==> config.mk <==
export PLATFORM = sky130hd
export DESIGN_NAME = sat_cnt8
export DESIGN_NICKNAME = d
export VERILOG_FILES = /design/src/rtl/count_chk_pkg.sv /design/src/rtl/count_checker_sat_cnt8.sv
export SDC_FILE = /design/constraint.sdc
export NUM_CORES = 1
export LEC_CHECK = 0
export ABC_AREA = 0
export CORE_AREA = 2 2 39 41
export DETAILED_ROUTE_END_ITERATION = 7
export DIE_AREA = 0 0 41 43
export PLACE_DENSITY_LB_ADDON = 0.25
export SLEW_MARGIN = 20
export SYNTH_ARGS = -nofsm -noshare
export SYNTH_HDL_FRONTEND = slang
export SYNTH_SLANG_ARGS = --single-unit
==> constraint.sdc <==
create_clock -name clk -period 4.2 [get_ports clk]
set_input_delay 0.84 -clock clk [delete_from_list [all_inputs] [get_ports clk]]
set_output_delay 0.84 -clock clk [all_outputs]
set_load 0.02 [all_outputs]
==> src/rtl/count_chk_pkg.sv <==
// Shared definitions for the count_checker block: FSM state encoding and
// the widths of the monitored count and of the statistics counters.
package count_chk_pkg;

    localparam int CNT_W  = 4;
    localparam int STAT_W = 8;

    // Largest value of the monitored counter; a step from here to 0 is a wrap.
    localparam logic [CNT_W-1:0] CNT_MAX = '1;

    // Code 2'd3 is deliberately left unused and falls back to IDLE.
    typedef enum logic [1:0] {
        IDLE = 2'd0,
        SYNC = 2'd1,
        LOCK = 2'd2
    } state_t;

endpackage

==> src/rtl/count_checker_sat_cnt8.sv <==
// Statistics counter with synchronous clear and increment enable.
// It holds at all-ones instead of rolling over.
module sat_cnt8
    import count_chk_pkg::*;
(
    input  logic              clk,
    input  logic              clr,
    input  logic              inc,
    output logic [STAT_W-1:0] count
);

    logic [STAT_W-1:0] count_reg;

    // Clear has priority; increments stop once the counter is full.
    always_ff @(posedge clk) begin
        if (clr) begin
            count_reg <= '0;
        end else if (inc && (count_reg != '1)) begin
            count_reg <= count_reg + STAT_W'(1);
        end
    end

    assign count = count_reg;

endmodule

# Word-level counts from Yosys, hierarchy flattened
# Index checks and enable logic that the tools add are counted.
totals:
  reg_bits: 8
  romBits: 0
  inputBits: 3
  output_inout_bits: 8
  elab_cells: 4
  n_memories: 0
  latchBits: 0
  mem_bits_rw: 0
op_classes:
  multipliers: 0
  addsub: 1
  eq_ne: 1
  n_reduce_logical: 1
  div: 0
  mux: 0
  bitwise: 0
  order_cmp: 0
  shifts: 0
op_table:
  columns: ["op", "count"]
  rows:
  - ["adder 8 x 1 -> 8 bit, second input constant", 1]
  - ["inequality test 8 bit, second input constant", 1]
  - ["logical AND 1 bit", 1]

# Depth between registers and ports, before layout
# Gate-level depths: netlist of run 1.
depth:
  word_depth: 2
  mapped_depth: 4
  ltp_nobuf: 4

# Worst setup path after synthesis of run 1
# Ideal clock, no wire load.
synth_timing:
  path_type: "input to register"
  start: "input inc"
  end: "register count_reg[3] (netlist: count[3])"
  path_buffers: 0
  cell_stages: 3
  required_time_ns: 4.131
  arrival_ns: 1.433
  setup_time_ns: 0.069
  setup_slack_ns: 2.698
  cell_sequence: "nand4_1 or3_2 o21ai_1"
synth_via:
  elab_chain_cells: 1
synth_rtl:
  columns: ["element", "line", "text"]
  rows:
  - ["from (decl)", "count_checker_sat_cnt8.sv:8", "input logic inc,"]
  - ["logical AND 1 bit", "count_checker_sat_cnt8.sv:18", "end else if (inc && (count_reg != '1)) begin"]
  - ["to (signal assigned)", "count_checker_sat_cnt8.sv:19", "count_reg <= count_reg + STAT_W'(1);"]
  - ["to (decl)", "count_checker_sat_cnt8.sv:12", "logic [STAT_W-1:0] count_reg;"]
# Every way passes these cells.
# A chain may end at the register's enable or synchronous reset.

# Worst setup path after layout of run 1
layout_timing:
  start: "register count_reg[3] (netlist: count[3])"
  end: "output count[3]"
layout_lines:
  columns: ["element", "line", "text"]
  rows:
  - ["to (decl)", "count_checker_sat_cnt8.sv:9", "output logic [STAT_W-1:0] count"]
# No word-level cell between the ends.

==> flow_summary.ini, run 1 <==
[outcome]
outcome = complete, no violations

[clock_tree]
cts_buffers = 3
clockRootBuffer = clkbuf_4
htreeDepth = 1
cts_tree = done
post_cts.repair.setup_buffers = 0
cts.repair.resized = 0
clock_latency_ps = 260
clk_pin_slew_ps = 60
cts_buffer_depth = 2
ctsHoldBuffers = 0
cts_sinks = 8

[global_route]
use_met3 = 0.03665
grt_pass1_wl_mm = 1.566
grt_pass1_vias = 371
met1_usage = 0.1721
grt_max_degree = 9
grtUsageMet2 = 0.1813
track_usage = 0.1319
top_usage_layer = met2
grt_overflow = 0
antenna_found_initial = 0

[timing]
setup_viol = 0
finClkSkew_ps = 4.197
fin_crit_sh = 0.5219
slew_headroom = 0.8097
tightest_slew_ps = 284.5
slew_viol_final = 0
max_freq_mhz = 456.2
rsz0062_at_grt = no
hold_violations = 0
post-route-min-period_ps = 2192
layout_setup_ws_ps = 2008
setup_tns_ps = 0

[synthesis]
synth_top_flop_cell = dfxtp_1
async_flop_share = 0
seq_area_frac_synth = 0.3721
syn_nets = 50
syn_inst = 46
syn_area_um2 = 430.4
synth_edf_count = 0
synth_cell_types = 25
yosys_warnings = 0
syn_area_per_cell_um2 = 9.357
synth_seq_cells = 8

[worst_setup_path]
worstSetupEndpointType = output pin
worst_ep_arrival_time_ps = 1350
r2r_cells = 4
start_kind = register
worstPathRequired_ps = 3360
crit_family = buffers and inverters
max_stage_delay_ps = 650
crit_slowest_cell = clkdlybuf4s50_1
crit_fanout = 8
cp_num_buf_inv = 1
endpoint = count[3]
r2r-end = count[0]
crit-reg2reg-launch = count[0]
crit_type = reg -> out
cp-startpoint = count[3]
regToRegSetupSlack_ps = 2760
crit_chain = clkdlybuf4s50_1
path_depth = 1

[final_layout]
area_growth_pct = 30.52
finalInstanceArea_um2 = 561.8
drive_gt1_frac = 0.1379
antenna_cells = 0
final_common_cell = clkdlybuf4s50_1
stdcell_count = 74
fin_util = 0.4060
nets = 64
largest_reg_flops = 8
final_cell_mix = clkdlybuf4s50_1 (10), dfxtp_1 (8), a21oi_1 (5), nand2_1 (5), clkbuf_4 (3)

[power_and_ir_drop]
power_leakage_nw = 0.2004
power.density_mw_per_mm2 = 283.5
ir_worst_vdd_uv = 115.2

[min_path]
hold_path_class = reg -> reg

[die]
ioPinCount = 11
die_area_mm2 = 0.001763
die_y_um = 43
die_w_um = 41
rows = 14
core_mm2 = 0.001384
start_util = 0.3110

[drt]
vias = 413
postRouteAntennaNets = 0
drc = 0
dr.pass1.iters = 4
wl_um = 916
via_per_inst = 5.581
wire_per_inst_um = 12.38
drt_iter0_markers = 4

[placed_design]
portBuffers = 10
place.gp.congestion = 0.7747
dp_hpwl_um = 657
place_area_um2 = 539.3
dp_slack_ps = 2058
dp.cells = 71

[run]
drv_cap = 0
-- metrics by stage --
step | hold slack (ps) | power, mW
finish | 515.1 | 0.1593
global route | 564.8 | 0.1652
CTS | 521.7 | 0.1597
detailed placement | 511.3 | 0.09937
global placement | 498.0 | 0.09934
floorplan | 563.4 | 0.09070
-- Yosys cell counts, drive strengths merged (2+ instances only) --
cell type / number / share of area
nand4: 2 / 0.029
dfxtp: 8 / 0.37
a21boi: 2 / 0.061
and4: 2 / 0.041
nand2: 5 / 0.044
nor3: 2 / 0.023
a21oi: 5 / 0.058
a211oi: 2 / 0.035
o21bai: 2 / 0.035
nand3: 2 / 0.023
-- cell families after synthesis --
kind of cell | share of synthesized area
AO/OA/AOI/OAI | 0.2587
adder cells (fa/ha/maj) | 0.02907
buffers and inverters | 0.03487
flip-flops | 0.3721
multiplexers | 0.05813
AND/OR/NAND/NOR | 0.2471
-- routing by layer --
metal  part of all wire  wire length [um]  vias to the layer above
li1                   -                 -                      205
met1               0.45               411                      188
met2               0.45               409                       18
met3              0.082                75                        2
met4              0.022                20                        0
met5                  0                 0                        -
-- power breakdown --
part | switching (mW) | internal [mW]
logic | 0.00778 | 0.00914
registers | 0.00263 | 0.0779
clock network | 0.0290 | 0.0329
total | 0.0394 | 0.120
-- worst min-delay path by stage --
stage                        start  endpoint  slack [ps]  depth (start not counted)
final                     count[1]  count[1]         520                          2
after global routing      count[5]  count[5]         560                          1
after CTS                 count[1]  count[1]         520                          2
after detailed placement  count[1]  count[1]         510                          2
after global placement    count[1]  count[1]         500                          2
after floorplan           count[1]  count[1]         560                          2
-- cell type report --
class / count / area [um2]
fill: 141 / 822.0
tap: 16 / 20.02
multi-input combinational: 36 / 255.2
sequential: 8 / 160.2
clock buffer: 3 / 22.52
timing repair buffer: 10 / 100.1
inverter: 1 / 3.754
Note: power is estimated with default switching activity, not from simulation.
==> run 2: changes to the inputs <==
==> constraint.sdc (replaced) <==
create_clock -name clk -period 2.3 [get_ports clk]
set_input_delay 0.46 -clock clk [delete_from_list [all_inputs] [get_ports clk]]
set_output_delay 0.46 -clock clk [all_outputs]
set_load 0.02 [all_outputs]
==> run 2 against run 1 <==
Compared with the run above: utilization unchanged; non-clock buffer count is the same; sequential share of layout area did not move; largest power group unchanged; highest routed layer unchanged; global-route usage grew 0.98 points.
==> flow_summary.ini, run 2 (same netlist as run 1, synthesis figures left out) <==
[worst_setup_path]
max_stage_delay_ps = 650
r2r_cells = 4
start_kind = register
crit_fanout = 7
regToRegSetupSlack_ps = 850
crit_chain = clkdlybuf4s50_1
worstPathRequired_ps = 1840
worst_ep_arrival_time_ps = 1360
crit-reg2reg-launch = count[0]
crit_family = buffers and inverters
cp_num_buf_inv = 1
r2r-end = count[0]
worstSetupEndpointType = output pin
crit_slowest_cell = clkdlybuf4s50_1
crit_type = reg -> out

[clock_tree]
post_cts.repair.setup_buffers = 0
cts_sinks = 8
cts_tree = done
cts_buffer_depth = 2
ctsHoldBuffers = 0
cts_buffers = 3
htreeDepth = 1
clk_pin_slew_ps = 50
clockRootBuffer = clkbuf_4
cts.repair.resized = 0
clock_latency_ps = 250

[timing]
setup_viol = 0
rsz0062_at_grt = no
hold_violations = 0
slew_headroom = 0.8159
tightest_slew_ps = 276.2
slew_viol_final = 0
setup_tns_ps = 0
finClkSkew_ps = 0.9268
holdWs_ps = 525.2
max_freq_mhz = 549.7
post-route-min-period_ps = 1819
fin_crit_sh = 0.7910

[placed_design]
place.gp.congestion = 0.7761
portBuffers = 10
dp_hpwl_um = 650
dp.cells = 71

[global_route]
grt_overflow = 0
grt_pass1_wl_mm = 1.662
top_usage_layer = met2
grt_max_degree = 9
use_met3 = 0.07330
track_usage = 0.1417
antenna_found_initial = 0
met1_usage = 0.1710
grt_pass1_vias = 381
grtUsageMet2 = 0.1844

[final_layout]
area_growth_pct = 30.52
final_common_cell = clkdlybuf4s50_1
antenna_cells = 0
stdcell_count = 74
multiInputGateArea_um2 = 255.2
final-seq-area_um2 = 160.2
final_cell_mix = clkdlybuf4s50_1 (10), dfxtp_1 (8), a21oi_1 (5), nand2_1 (5), clkbuf_4 (3)
nets = 64
n_fill_cell = 143
largest_reg_flops = 8
drive_gt1_frac = 0.1379

[die]
rows = 14
start_util = 0.3110
die_area_mm2 = 0.001763
die_y_um = 43
core_mm2 = 0.001384
die_w_um = 41
ioPinCount = 11

[drt]
drc = 0
wire_per_inst_um = 12.34
vias = 416
dr.pass1.iters = 5
drt_iter0_markers = 6
wl_um = 913
postRouteAntennaNets = 0
via_per_inst = 5.622

[min_path]
holdPathEnd = count[5]
min_from = count[5]
hold_depth = 1
hold_path_class = reg -> reg

[power_and_ir_drop]
sw_frac_of_total = 0.2346
intPower_mw = 0.2186
p_switching_mw = 0.06700
combPwrFrac = 0.108
power_leakage_nw = 0.2004
ir_worst_vdd_uv = 245.7
clock_power_share = 0.375
seqPwrFrac = 0.517
power.density_mw_per_mm2 = 508.3

[run]
drv_cap = 0

[outcome]
outcome = complete, no violations
==> run 2: layout make-up <==
| cell class | instances | share of cell area |
|---|---|---|
| tap | 16 | 0.03563 |
| clock buffer | 3 | 0.04009 |
| timing repair buffer | 10 | 0.1782 |
| inverter | 1 | 0.006682 |
| sequential | 8 | 0.2851 |
| multi-input combinational | 36 | 0.4543 |
==> run 2: through the flow <==
step                      instance area, um2  power [mW]    util  setup WS (ps)
after floorplan                        430.4      0.1656       -          853.0
after global placement                 539.3      0.1814  0.3897          560.9
after detailed placement               539.3      0.1812  0.3897          545.4
after CTS                              561.8      0.2885  0.4060          479.4
after global routing                   561.8      0.3028  0.4060          396.7
final                                  561.8      0.2856  0.4060          480.8
==> run 2: worst max path at each step <==
stage | start | to | slack, ps | cells past startpoint
after floorplan | count[0] | count[0] | 850 | 4
after global placement | clr | count[0] | 560 | 3
after detailed placement | inc | count[3] | 550 | 4
after CTS | count[7] | count[7] | 480 | 1
after global routing | count[7] | count[7] | 400 | 1
final | count[7] | count[7] | 480 | 1
==> run 2: layer usage <==
| layer | wire length, um | part of all wire |
|---|---|---|
| met1 | 435 | 0.48 |
| met2 | 384 | 0.42 |
| met5 | 0 | 0 |
| met4 | 19 | 0.021 |
| met3 | 73 | 0.080 |
==> run 2: power by group through the flow <==
stage | logic, mW | registers, mW | clock network, mW
final | 0.0308 | 0.148 | 0.107
after CTS | 0.0311 | 0.147 | 0.110
after floorplan | 0.0122 | 0.153 | 0
after global routing | 0.0341 | 0.148 | 0.120
after detailed placement | 0.0309 | 0.150 | 0
after global placement | 0.0310 | 0.150 | 0
==> run 3: changes to the inputs <==
==> constraint.sdc (replaced) <==
create_clock -name clk -period 1.72 [get_ports clk]
set_input_delay 0.344 -clock clk [delete_from_list [all_inputs] [get_ports clk]]
set_output_delay 0.344 -clock clk [all_outputs]
set_load 0.02 [all_outputs]
==> run 3 against run 2 <==
Compared with the run above: routed wire length grew 4.7%; clock-buffer cell count unchanged; first-iteration DRC count is 17% higher; worst hold slack got worse by 8.0 ps; clock power up 33%; combinational power up 41%; utilization up 1.3 points; sequential cell count unchanged; die area is the same.
==> flow_summary.ini, run 3 (same netlist as run 1, synthesis figures left out) <==
[timing]
max_freq_mhz = 613.2
hold_violations = 0
post-route-min-period_ps = 1631
tightest_slew_ps = 273.5
slew_headroom = 0.8177
setup_viol = 0
finClkSkew_ps = 4.302
setup_tns_ps = 0
slew_viol_final = 0
fin_crit_sh = 0.9482
rsz0062_at_grt = no

[die]
rows = 14
ioPinCount = 11
die_y_um = 43
die_area_mm2 = 0.001763
start_util = 0.3110
die_w_um = 41
core_mm2 = 0.001384

[global_route]
grt_overflow = 0
antenna_found_initial = 0
grt_max_degree = 9
track_usage = 0.1345
grt_pass1_vias = 391
grt_pass1_wl_mm = 1.635

[placed_design]
dp.cells = 72
portBuffers = 10
place.gp.congestion = 0.7683
dp_hpwl_um = 698.6

[final_layout]
area_growth_pct = 34.59
largest_reg_flops = 8
final_cell_mix = dfxtp_1 (8), clkdlybuf4s50_1 (6), a21oi_1 (5), nand2_1 (5), dlymetal6s2s_1 (4)
stdcell_count = 75
final_common_cell = dfxtp_1
drive_gt1_frac = 0.1525
antenna_cells = 0
nets = 65

[drt]
drt_iter0_markers = 7
wire_per_inst_um = 12.75
dr.pass1.iters = 4
wl_um = 956
postRouteAntennaNets = 0
vias = 426
drc = 0
via_per_inst = 5.680

[power_and_ir_drop]
sw_frac_of_total = 0.2319
combPwrFrac = 0.114
seqPwrFrac = 0.515
power.density_mw_per_mm2 = 660.3
power_leakage_nw = 0.2800
ir_worst_vdd_uv = 217.6
p_switching_mw = 0.08871
intPower_mw = 0.2938
clock_power_share = 0.372

[clock_tree]
ctsHoldBuffers = 0
htreeDepth = 1
cts_buffer_depth = 2
clockRootBuffer = clkbuf_4
clk_pin_slew_ps = 60
clock_latency_ps = 250
cts_sinks = 8
post_cts.repair.setup_buffers = 0
cts_buffers = 3
cts_tree = done

[worst_setup_path]
crit_chain = clkdlybuf4s50_1
worst_ep_arrival_time_ps = 1290
crit_family = buffers and inverters
start_kind = register
crit_fanout = 6
crit_type = reg -> out
worstPathRequired_ps = 1380
cp_num_buf_inv = 1
crit_slowest_cell = clkdlybuf4s50_1
worstSetupEndpointType = output pin
max_stage_delay_ps = 640

[min_path]
hold_path_class = reg -> reg

[outcome]
outcome = complete, no violations

[run]
drv_cap = 0
==> run 3: final timing paths <==
| check | from | endpoint | slack (ps) | cells after the start |
|---|---|---|---|---|
| worst min-delay path | count[1] | count[1] | 520 | 2 |
| worst max-delay path | count[0] | count[0] | 90 | 1 |
| worst min register to register | count[1] | count[1] | 520 | 2 |
| worst max register to register | count[0] | count[0] | 280 | 4 |
==> run 3: per-layer routing <==
metal | global-route usage | wire length [um] | vias to the layer above | share of wire
li1 | - | - | 204 | -
met1 | 0.1801 | 471 | 201 | 0.49
met2 | 0.1844 | 403 | 19 | 0.42
met3 | 0.05236 | 72 | 2 | 0.075
met4 | 0.06000 | 8 | 0 | 0.0084
met5 | 0 | 0 | - | 0
==> run 3: cell type report <==
class	instances	area [um2]
fill	146	804.5
tap	16	20.02
inverter	1	3.754
multi-input combinational	36	255.2
timing repair buffer	11	117.6
clock buffer	3	22.52
sequential	8	160.2
==> run 3: what timing repair did <==
action | 4_1_cts | 5_1_grt
endpoints found under the hold margin | 0 | 0
gates resized for setup | 0 | 4
endpoints found under the setup margin | 0 | 4
==> run 3: per-stage QoR <==
| stage | hold WS, ps | worst slack, ps | total power [mW] | area, um2 | util |
|---|---|---|---|---|---|
| 3_5_place_dp | 514.4 | 59.55 | 0.2445 | 546.8 | 0.3951 |
| 2_1_floorplan | 416.1 | 273.0 | 0.2215 | 430.4 | - |
| 6_report | 517.2 | 89.11 | 0.3825 | 579.3 | 0.4186 |
| 5_1_grt | 557.4 | 12.41 | 0.4029 | 579.3 | 0.4186 |
| 3_3_place_gp | 502.9 | 123.9 | 0.2444 | 546.8 | 0.3951 |
| 4_1_cts | 529.4 | 0.8724 | 0.3892 | 569.3 | 0.4114 |
==> run 3: tightest hold or removal path: stages, from the launching register on <==
cell and delay, ps:
dfxtp_1 350, nand2_1 70, mux2i_1 50
==> run 3: power groups by stage <==
stage	logic, mW	clock network (mW)	registers [mW]
after floorplan	0.0163	0	0.205
after global placement	0.0434	0	0.201
after detailed placement	0.0438	0	0.201
after CTS	0.0440	0.148	0.197
after global routing	0.0482	0.157	0.198
final	0.0435	0.142	0.197
